<file path="config.mk">
export PLATFORM = sky130hd
export DESIGN_NAME = fp_div_seq
export DESIGN_NICKNAME = d
export VERILOG_FILES = /design/src/rtl/fp_div_seq.sv
export SDC_FILE = /design/constraint.sdc
export NUM_CORES = 1
export LEC_CHECK = 0
export BUFFER_PORTS_ARGS = -buffer_cell sky130_fd_sc_hd__buf_4
export CORE_MARGIN = 4
export CORE_UTILIZATION = 64
export DETAILED_ROUTE_END_ITERATION = 10
export GPL_ROUTABILITY_DRIVEN = 0
export PLACE_DENSITY = 0.95
export SYNTH_ARGS = -nofsm -noshare
export SYNTH_HDL_FRONTEND = slang
export SYNTH_SLANG_ARGS = --single-unit
</file>
<file path="constraint.sdc">
create_clock -name clk -period 3.9 [get_ports clk]
set_input_delay 0.39 -clock clk [delete_from_list [all_inputs] [get_ports clk]]
set_output_delay 0.39 -clock clk [all_outputs]
set_load 0.01 [all_outputs]
</file>
<file path="src/rtl/fp_div_seq.sv">
// Signed fixed-point divider: quotient = (dividend * 2^f) / divisor, saturating, restoring radix-2.
// Latency: n+f+1 edges from the start edge to done (1 edge when the divisor is zero).
// No backpressure: start is only accepted in IDLE; start while busy is dropped, never queued.
module fp_div_seq #(
    parameter int n = 8,
    parameter int f = 7
) (
    input  logic         clk,
    input  logic         reset,
    input  logic         start,
    input  logic [n-1:0] dividend,
    input  logic [n-1:0] divisor,
    output logic         busy,
    output logic         done,
    output logic [n-1:0] quotient,
    output logic         overflow,
    output logic         div_by_zero
);
    // Numerator / magnitude-quotient width and iteration counter width.
    localparam int W  = n + f;
    localparam int CW = $clog2(W + 1);

    // Saturation codes and the magnitude limits they are compared against.
    localparam logic [n-1:0]  QMAX    = {1'b0, {(n-1){1'b1}}};
    localparam logic [n-1:0]  QMIN    = {1'b1, {(n-1){1'b0}}};
    localparam logic [W-1:0]  POS_LIM = W'(QMAX);
    localparam logic [W-1:0]  NEG_LIM = W'(QMIN);
    localparam logic [n-1:0]  ONE_N   = n'(1);
    localparam logic [W-1:0]  ONE_W   = W'(1);
    localparam logic [CW-1:0] ONE_C   = CW'(1);
    localparam logic [CW-1:0] LAST_C  = CW'(W - 1);

    typedef enum logic [1:0] {
        IDLE = 2'd0,
        CALC = 2'd1,
        FIX  = 2'd2
    } state_t;

    state_t state;
    state_t state_nxt;

    // Operation context captured at the start edge.
    logic          sign_dvd;
    logic          sign_dvs;
    logic          dbz_sel;
    logic [W-1:0]  num;
    logic [n-1:0]  dvs_mag;

    // Restoring-division working state.
    logic [n:0]    rem;
    logic [W-1:0]  qmag;
    logic [CW-1:0] cnt;

    // Combinational helpers.
    logic [n-1:0]  dvd_abs;
    logic [n-1:0]  dvs_abs;
    logic          divisor_zero;
    logic [n:0]    rem_sh;
    logic [n:0]    rem_sub;
    logic          q_bit;
    logic          last_step;
    logic          res_neg;
    logic [W-1:0]  qmag_neg;

    // |-2^(n-1)| wraps back to 2^(n-1), which is exactly right when read as unsigned.
    assign dvd_abs      = dividend[n-1] ? (~dividend + ONE_N) : dividend;
    assign dvs_abs      = divisor[n-1]  ? (~divisor  + ONE_N) : divisor;
    assign divisor_zero = (divisor == '0);

    // One restoring step: bring in the next numerator bit, trial-subtract the divisor.
    // rem[n] is always 0 after a restoring step, but folding it into q_bit keeps the step exact.
    assign rem_sh    = {rem[n-1:0], num[W-1]};
    assign q_bit     = rem[n] | (rem_sh >= {1'b0, dvs_mag});
    assign rem_sub   = rem_sh - {1'b0, dvs_mag};
    assign last_step = (cnt == LAST_C);

    assign res_neg  = sign_dvd ^ sign_dvs;
    assign qmag_neg = ~qmag + ONE_W;

    assign busy = (state != IDLE);

    // State register.
    always_ff @(posedge clk) begin
        if (reset) begin
            state <= IDLE;
        end else begin
            state <= state_nxt;
        end
    end

    // Next-state logic: zero divisor skips the iterations entirely.
    always_comb begin
        state_nxt = state;
        case (state)
            IDLE: begin
                if (start) begin
                    state_nxt = divisor_zero ? FIX : CALC;
                end
            end
            CALC: begin
                if (last_step) begin
                    state_nxt = FIX;
                end
            end
            FIX: begin
                state_nxt = IDLE;
            end
            default: begin
                state_nxt = IDLE;
            end
        endcase
    end

    // Operand capture at start and one quotient bit per CALC cycle.
    always_ff @(posedge clk) begin
        if (reset) begin
            sign_dvd <= 1'b0;
            sign_dvs <= 1'b0;
            dbz_sel  <= 1'b0;
            num      <= '0;
            dvs_mag  <= '0;
            rem      <= '0;
            qmag     <= '0;
            cnt      <= '0;
        end else begin
            case (state)
                IDLE: begin
                    if (start) begin
                        sign_dvd <= dividend[n-1];
                        sign_dvs <= divisor[n-1];
                        dbz_sel  <= divisor_zero;
                        num      <= {dvd_abs, {f{1'b0}}};
                        dvs_mag  <= dvs_abs;
                        rem      <= '0;
                        qmag     <= '0;
                        cnt      <= '0;
                    end
                end
                CALC: begin
                    rem  <= q_bit ? rem_sub : rem_sh;
                    qmag <= {qmag[W-2:0], q_bit};
                    num  <= {num[W-2:0], 1'b0};
                    cnt  <= cnt + ONE_C;
                end
                default: begin
                end
            endcase
        end
    end

    // Result formatting: sign, saturation and divide-by-zero, registered in FIX with the done pulse.
    always_ff @(posedge clk) begin
        if (reset) begin
            done        <= 1'b0;
            quotient    <= '0;
            overflow    <= 1'b0;
            div_by_zero <= 1'b0;
        end else begin
            done <= (state == FIX);
            if (state == FIX) begin
                if (dbz_sel) begin
                    quotient    <= sign_dvd ? QMIN : QMAX;
                    overflow    <= 1'b0;
                    div_by_zero <= 1'b1;
                end else begin
                    div_by_zero <= 1'b0;
                    if (qmag == '0) begin
                        quotient <= '0;
                        overflow <= 1'b0;
                    end else if (!res_neg && (qmag > POS_LIM)) begin
                        quotient <= QMAX;
                        overflow <= 1'b1;
                    end else if (res_neg && (qmag > NEG_LIM)) begin
                        quotient <= QMIN;
                        overflow <= 1'b1;
                    end else if (res_neg) begin
                        quotient <= qmag_neg[n-1:0];
                        overflow <= 1'b0;
                    end else begin
                        quotient <= qmag[n-1:0];
                        overflow <= 1'b0;
                    end
                end
            end
        end
    end

endmodule

</file>
# Word-level counts from Yosys, hierarchy flattened
# Index checks and enable logic that the tools add are counted.
# word_totals
register_bits	67
input_bits	19
out_inout_bits	12
word_cells	68
# op_classes
n_addsub	5
order_cmp	3
n_eq_ne	5
n_mux	26
bitwise	5
n_reduce_logical	11
# ops
cell	count
$mux 8	8
$pmux 15 s2	2
$mux 15	2
$add 8x1->8 const B	3
$not 8->8	3
$mux 9	2
$pmux 9 s2	1
$gt 15x7->1 const B	1
$gt 15x8->1 const B	1
$logic_not 15->1	1
$ge 9x8->1	1
$sub 9x8->9	1
$logic_not 8->1	1
$pmux 4 s2	1
$mux 2	3
$reduce_and 2->1	3
$mux 1	5
$add 4x1->4 const B	1
$eq 4x4->1 const B	1
$mux 4	1
$ne 2x2->1 const B	2
$pmux 2 s2	1
$reduce_bool 2->1	2
$eq 2x1->1 const B	1
6 further kinds	7

# Longest topological paths before layout
# Gate-level depths: netlist of run 1.
# logic_depth
depth_word	7
depth_mapped	9
mapped_depth_nobuf	9

# Worst setup path after synthesis of run 1
# Ideal clock, no wire load.
# synth_timing
kind	register to register
startpoint	reg qmag[10]
endpoint	reg quotient[7]
setup_ns	0.133
arrival_ns	2.016
t_required_ns	3.767
slack_ns	1.751
stages_incl_launch_ff	7
n_path_buf	0
cell_sequence	dfxtp_1 or4_1 or4_1 o41a_1 nand2b_1 a2bb2oi_2 a211oi_2
# synth_via
elab_chain_len	6
elab_cells_between_ends	9
cone_classes	2 x order compare; 4 x mux; 3 x reduce/logical
# synth_rtl
element	line_no	text
start: declaration	51	logic [W-1:0] qmag;
start signal: assignment	141	qmag <= {qmag[W-2:0], q_bit};
$gt 15x8->1	173	end else if (res_neg && (qmag > NEG_LIM)) begin
$logic_and 1x1->1	173	
$mux 8	173	
$mux 8	170	end else if (!res_neg && (qmag > POS_LIM)) begin
$mux 8 *	167	if (qmag == '0) begin
$mux 8 *	161	if (dbz_sel) begin
end signal: assignment	162	quotient <= sign_dvd ? QMIN : QMAX;
end signal: assignment	177	quotient <= qmag_neg[n-1:0];
end signal: assignment	180	quotient <= qmag[n-1:0];
end: declaration	15	output logic [n-1:0] quotient,
# Mark *: on every way between the ends. The rest lies on a longest branch, timed or not.
# A chain may end at the register's enable or synchronous reset.

# Worst setup path after layout of run 1
# layout_timing
startpoint	reg dvs_mag[1]
endpoint	reg rem[1]
# layout_via
elab_chain_len	4
elab_cells_between_ends	5
cone_classes	1 x add/sub; 1 x order compare; 2 x mux; 1 x bitwise
# layout_rtl
element	line_no	text
start: declaration	47	logic [n-1:0] dvs_mag;
start signal: assignment	133	dvs_mag <= dvs_abs;
$ge 9x8->1	73	assign q_bit = rem[n] | (rem_sh >= {1'b0, dvs_mag});
$or 1x1->1	73	
$mux 9 *	140	rem <= q_bit ? rem_sub : rem_sh;
$pmux 9 s2 *	126	case (state)
end signal: assignment	140	
end: declaration	50	logic [n:0] rem;
# Marks and branches as above.

==> key figures, run 1 <==
Status
  – Run status: finished clean

Synth
  – Synth Area in Compound Gates: 22.6%
  – Synth Cell Area: approximately 3200 um2
  – Mapped Cells: 392
  – Top cells by area, synth: dfxtp_1, nor2_1, ha_1
  – XOR/XNOR Fraction of Synth Area: between 5 and 6%
  – Main combinational cell family by area after synthesis: compound AO/OA/AOI/OAI gates
  – Sequential element share of the synthesized area: 37.2%
  – Async S/R FF share, synth: 0%
  – Largest area contributor in the netlist: dfxtp_1
  – Mux share of post-synthesis cell area: 3.41%
  – Post-synthesis simple-gate area fraction: between 10% and 20%
  – Main flop type after synthesis: dfxtp_1
  – Synthesis warning total: 0
  – Net Count, Synth: ~430
  – Flops & latches, synth: 60
  – Post-synth top area share: a little under two fifths
  – Adder-Cell Fraction of Synth Area: 6.05%
  – Cell variety after synth: 46
  – Mean post-synth cell area: 8.23 um2
  – Post-synth EDFFs: 0

Setup path
  – CP Max Fanout: 11
  – FF-to-FF setup slack: about 1.1 ns
  – Arrival time worst endpoint: 3.05 ns
  – Worst r2r src: dvs_mag[1]
  – R2R cell count: 8
  – Crit path kind: reg -> reg
  – Crit path capture type: flop
  – Reg-to-Reg End: rem[1]
  – Crit start category: flop
  – Worst endpoint required time: 4.12 ns

Clocking
  – Post-CTS sizing: 0
  – Post-CTS setup buffer count: 0
  – Clk buf depth: 2
  – CTS tree: done
  – H-tree levels: 3
  – Hold Buf Count CTS: 0
  – Clock-pin slew on the worst setup and hold paths: 0.07 ns
  – Latest clock arrival within the worst-skew pair: 0.33 ns
  – CTS Buf Count: 9
  – Clock sinks: 60
  – CTS root buf: clkbuf_8

STA
  – Final min period: 2.82 ns
  – Fin Setup TNS: 0 ns
  – Fmax: 354 MHz
  – Setup violators final: 0
  – Post-Route Skew: about 0.0066 ns
  – Slew at the pin closest to its max-slew limit: around 1.1 ns
  – Worst hold margin: 0.321 ns
  – Final hold vios: 0
  – Final Slew Violations: 0
  – Period utilization: 72.4%
  – RSZ-0062 raised after global routing: no
  – Relative slew margins: between 20 and 30%

Cells and area
  – Area Growth Syn to Fin: 13.6%
  – Diodes inserted: 0
  – Fin area: 3670 um2
  – Area of the multi-input gates: 1850 um2
  – Reg area: 1200 um2
  – Layout cells sized above 1: 13.1%
  – Leading cell type in the layout, fill and taps excluded: nor2_1
  – Fillers: 372
  – Utilization after layout: 76.1%
  – Fin cells: just under 500
  – Most frequent cells in the layout: nor2_1, dfxtp_1, buf_4, inv_1, a21oi_1
  – Final net count: 448

Floorplan
  – Core box area: 4820 um2
  – Top Ports: 31
  – Initial core utilization: 67.0%
  – Die Ht: between 70 and 80 um
  – Cell Rows: 25
  – Chip width: 79.0 um
  – Die footprint: 6240 um2

Drt
  – Vias: ~2900
  – Initial DRC count: 254
  – Routed Antenna Nets: 0
  – TritonRoute pass-1 iters: 5
  – Final routed DRC violation total: 0
  – Routed WL: 7200 um
  – Wirelength per Cell: ~15 um
  – Via density: 5.94

Job
  – Number of max-cap violations: 0

Placed design
  – Buffers added on ports: 30
  – DP HPWL: 4930 um
  – Dpl cell area: 3480 um2
  – Cells after DPL: 470

Power
  – Pwr Density: 459 nW/um2
  – Max IR drop VDD: between 0.3 and 0.4 mV
  – Pleak: 1.46 nW

Hold path
  – Hold Crit Start: dividend[0]
  – HP Class: in -> reg
  – Worst Hold End: num[7]
  – Hold path cells: 3

Global route
  – Antenna violations before repair: 0
  – GRT overflow: 0
  – First-pass GRT wire length: 12200 um
  – Vias in the first global route: approximately 2700
  – Largest net degree at the start of global routing: 49
  – Total GRT Usage: between 20% and 30%
routing by layer:
metal | share of wire (%) | vias to the layer above | track usage [%]
met2 | 47 | 108 | 39.4
met3 | 5.8 | 20 | 3.51
met1 | 45 | 1329 | 32.8
met5 | 0 | - | 0
li1 | - | 1430 | -
met4 | 2.2 | 0 | 10.8
cell families (layout without fill, tap and decap cells):
| family | after synthesis | after routing |
|---|---|---|
| muxes | 11 | 11 |
| and+or+nand+nor | 135 | 135 |
| AOI/OAI and AO/OA | 105 | 105 |
| adders and majority gates | 15 | 15 |
| DFF | 60 | 60 |
| xor gates and xnor gates | 19 | 19 |
| buffers and inverters | 47 | 74 |
sequential cells by signal, indices dropped and copies added, names as in the netlist, 2 cells and up:
| signal | count |
|---|---|
| dvs_mag | 8 |
| state | 2 |
| quotient | 8 |
| cnt | 4 |
| rem | 9 |
| num | 8 |
| qmag | 15 |
power by group:
| part | internal, W | switching (W) | leakage, nW |
|---|---|---|---|
| combinational | 0.000204 | 0.000268 | 0.877 |
| clock | 0.000282 | 0.000239 | 0.0917 |
| sequential | 0.000653 | 0.0000362 | 0.488 |
cell usage after synthesis, types with 2 or more instances:
cell type	count
a211oi_1	7
a21oi_1	22
a221oi_1	6
a22o_1	2
a22oi_1	15
a31oi_1	3
buf_4	2
clkbuf_1	18
dfxtp_1	60
ha_1	14
inv_1	25
mux2i_1	11
nand2_1	16
nand2b_1	10
nand3b_1	2
nand4_1	5
nor2_1	64
nor2b_1	8
nor3_1	14
nor3b_1	2
nor4_1	3
o21a_1	11
o21ai_0	19
o31a_1	3
o31ai_1	6
or3_1	5
or4_1	3
xnor2_1	10
xor2_1	9
critical path, stage by stage (launching register included):
cell and delay (ns):
dfxtp_1 0.39, inv_1 0.06, ha_1 0.31, nor2b_1 0.15
o31a_1 0.27, o21a_1 0.22, a21oi_1 0.86, mux2i_1 0.21
a22o_1 0.24
area by class of cell:
type                    instances  share of cell area, %
multi-input cells             285                   50.5
flip-flops and latches         60                   32.8
repair buffers                 33                   6.76
clock buffers                  13                   4.61
inverters                      25                   2.56
well taps                      67                   2.29
clock inverters                 3                  0.546
worst max-delay path by stage:
stage | start | endpoint | cells after the start
detailed placement | dvs_mag[1] | rem[1] | 8
floorplan | qmag[10] | quotient[7] | 6
global placement | dvs_mag[1] | rem[0] | 8
finish | dvs_mag[1] | rem[1] | 8
global route | dvs_mag[1] | rem[1] | 8
CTS | dvs_mag[1] | rem[1] | 8
stage by stage:
stage	setup slack, ns	power (W)
floorplan	1.75	0.00105
finish	1.08	0.00168
global route	0.956	0.00177
CTS	1.12	0.00168
global placement	1.34	0.00113
detailed placement	1.17	0.00116
(Power assumes the default switching activity.)
==> run 2, diff against run 1 <==
- CORE_UTILIZATION: 64 -> 53
- PLACE_DENSITY: 0.95 -> 0.87
- clock period: 3.9 -> 2.4 ns (I/O delays scaled with it)
==> run 2 against run 1 <==
Against the previous run: sequential power up 61%; total power grew 81%; sequential share of layout area decreased by 1.2 points; count of clock-buffer cells in the layout shrank 3; global-route usage decreased by 4.4 points; sequential cell count unchanged; largest cell class unchanged.
==> key figures, run 2 (synthesized netlist as in run 1, its figures left out) <==
Status
  – Run status: finished clean

Cells and area
  – Final net count: 454
  – Utilization after layout: roughly 64%
  – Most frequent cells in the layout: nor2_1, dfxtp_1, buf_4, inv_1, a21oi_1
  – Area Growth Syn to Fin: 17.7%
  – Max FFs per register: 15
  – Layout cells sized above 1: between 10% and 20%
  – Largest register by flop count: qmag
  – Diodes inserted: 0
  – Biggest regs: qmag (15), rem (9)
  – Leading cell type in the layout, fill and taps excluded: nor2_1

STA
  – Slew at the pin closest to its max-slew limit: 0.803 ns
  – Setup violators final: 0
  – Period utilization: a little over nine tenths
  – RSZ-0062 raised after global routing: no
  – Fin Setup TNS: 0 ns
  – Post-Route Skew: 0.00658 ns
  – Relative slew margins: 46.3%
  – Final hold vios: 0
  – Final min period: around 2.2 ns
  – Fmax: 445 MHz
  – Final Slew Violations: 0

Setup path
  – Slowest CP cell: or4_1
  – Crit path to: quotient[7]
  – R2R cell count: 6
  – Critical path depth: 6
  – CP Launch Point: qmag[10]
  – Arrival time worst endpoint: 2.51 ns
  – Crit path kind: reg -> reg
  – Crit path capture type: flop
  – Reg-to-Reg End: quotient[7]
  – Worst endpoint required time: around 2.7 ns
  – Crit start category: flop
  – Buf+Inv Stages, Crit Path: 0
  – Critical path, cell by cell: or4_1 > or4_1 > o31a_1 > nand2b_1 > a2bb2oi_2 > a211oi_2
  – Most frequent CP cell: or4_1
  – CP peak stage delay: roughly 0.53 ns
  – FF-to-FF setup slack: between 0.15 and 0.2 ns
  – Worst r2r src: qmag[10]
  – CP Max Fanout: 3
  – Crit-path leading delay family: simple AND/OR/NAND/NOR gates

Global route
  – Vias in the first global route: about 2700
  – Largest net degree at the start of global routing: 26
  – First-pass GRT wire length: approximately 12000 um
  – Antenna violations before repair: 0
  – GRT overflow: 0
  – Total GRT Usage: 20.2%

Clocking
  – CTS root buf: clkbuf_8
  – Clk buf depth: 2
  – CTS Buf Count: 9
  – H-tree levels: 3
  – Latest clock arrival within the worst-skew pair: ~0.34 ns
  – Clock sinks: 60
  – Clock-pin slew on the worst setup and hold paths: approximately 0.07 ns
  – Hold Buf Count CTS: 0
  – CTS tree: done

Power
  – Pwr Density: 800 nW/um2
  – Max IR drop VDD: 0.527 mV
  – Pleak: about 1.5 nW

Drt
  – Vias: between 2000 and 3000
  – Routed Antenna Nets: 0
  – TritonRoute pass-1 iters: 4
  – Initial DRC count: 253
  – Final routed DRC violation total: 0
  – Wirelength per Cell: 14.1 um
  – Via density: ~5.7
  – Routed WL: 7040 um

Job
  – Number of max-cap violations: 0

Placed design
  – Buffers added on ports: 30
  – DP HPWL: approximately 5100 um

Hold path
  – HP Class: in -> reg

Floorplan
  – Die footprint: ~7400 um2
  – Cell Rows: 28
  – Initial core utilization: 54.5%
  – Core box area: slightly below 6000 um2
  – Die Ht: approximately 86 um
  – Chip width: 86.0 um
  – Top Ports: 31
run 2: changes by cell type in the layout (fill, tap and decap cells not counted):
cell        previous run  this run
clkbuf_1               1         0
buf_12                 0         1
a2111oi_2              0         1
buf_4                 33        38
clkinv_4               0         1
clkinvlp_4             2         1
clkbuf_8              12        10
bufinv_16              0         3
a2111oi_0              1         0
run 2: area by class of cell:
class	instances	area [um2]
clock inverters	6	111
multi-input cells	285	1860
repair buffers	39	305
clock buffers	10	138
fillers	484	2120
inverters	25	93.8
well taps	75	93.8
flip-flops and latches	60	1200
run 2: stage by stage:
stage | worst slack [ns] | hold slack (ns) | power (W) | instances | area (um2)
after global placement | 0.139 | 0.447 | 0.00188 | 484 | 3540
after detailed placement | 0.101 | 0.458 | 0.00191 | 484 | 3540
final | 0.151 | 0.158 | 0.00304 | 500 | 3800
after floorplan | 0.251 | 0.387 | 0.00171 | 392 | 3230
after CTS | 0.0872 | 0.164 | 0.00304 | 500 | 3790
after global routing | 0.0277 | 0.194 | 0.00319 | 500 | 3800
run 2: worst min path at each step:
stage / slack (ns) / endpoint / start / depth (start not counted)
after floorplan: 0.39 / dvs_mag[0] / divisor[0] / 2
after CTS: 0.16 / num[7] / dividend[0] / 3
final: 0.16 / num[7] / dividend[0] / 3
after global placement: 0.45 / overflow / overflow / 2
after global routing: 0.19 / num[7] / dividend[0] / 3
after detailed placement: 0.46 / div_by_zero / div_by_zero / 2
run 2: tightest hold or removal path: stages:
cell and delay (ns):
buf_4 0.09, a22oi_1 0.05, nor2_1 0.08
run 2: timing repair:
action	CTS	global route
setup buffers	0	0
endpoints found under the setup margin	0	2
gates resized for setup	0	2
run 2: where the power goes:
group          internal (W)  leakage (nW)  switching, W
logic              0.000366         0.913      0.000430
clock network      0.000717         0.122      0.000414
registers           0.00106         0.488     0.0000513
total               0.00215          1.52      0.000895
run 2: layer usage:
metal / GRT usage [%] / vias up / wire length (um)
li1: - / 1447 / -
met1: 26.7 / 1317 / 3290
met2: 31.5 / 64 / 3240
met3: 3.07 / 12 / 368
met4: 10.9 / 0 / 140
met5: 0 / - / 0
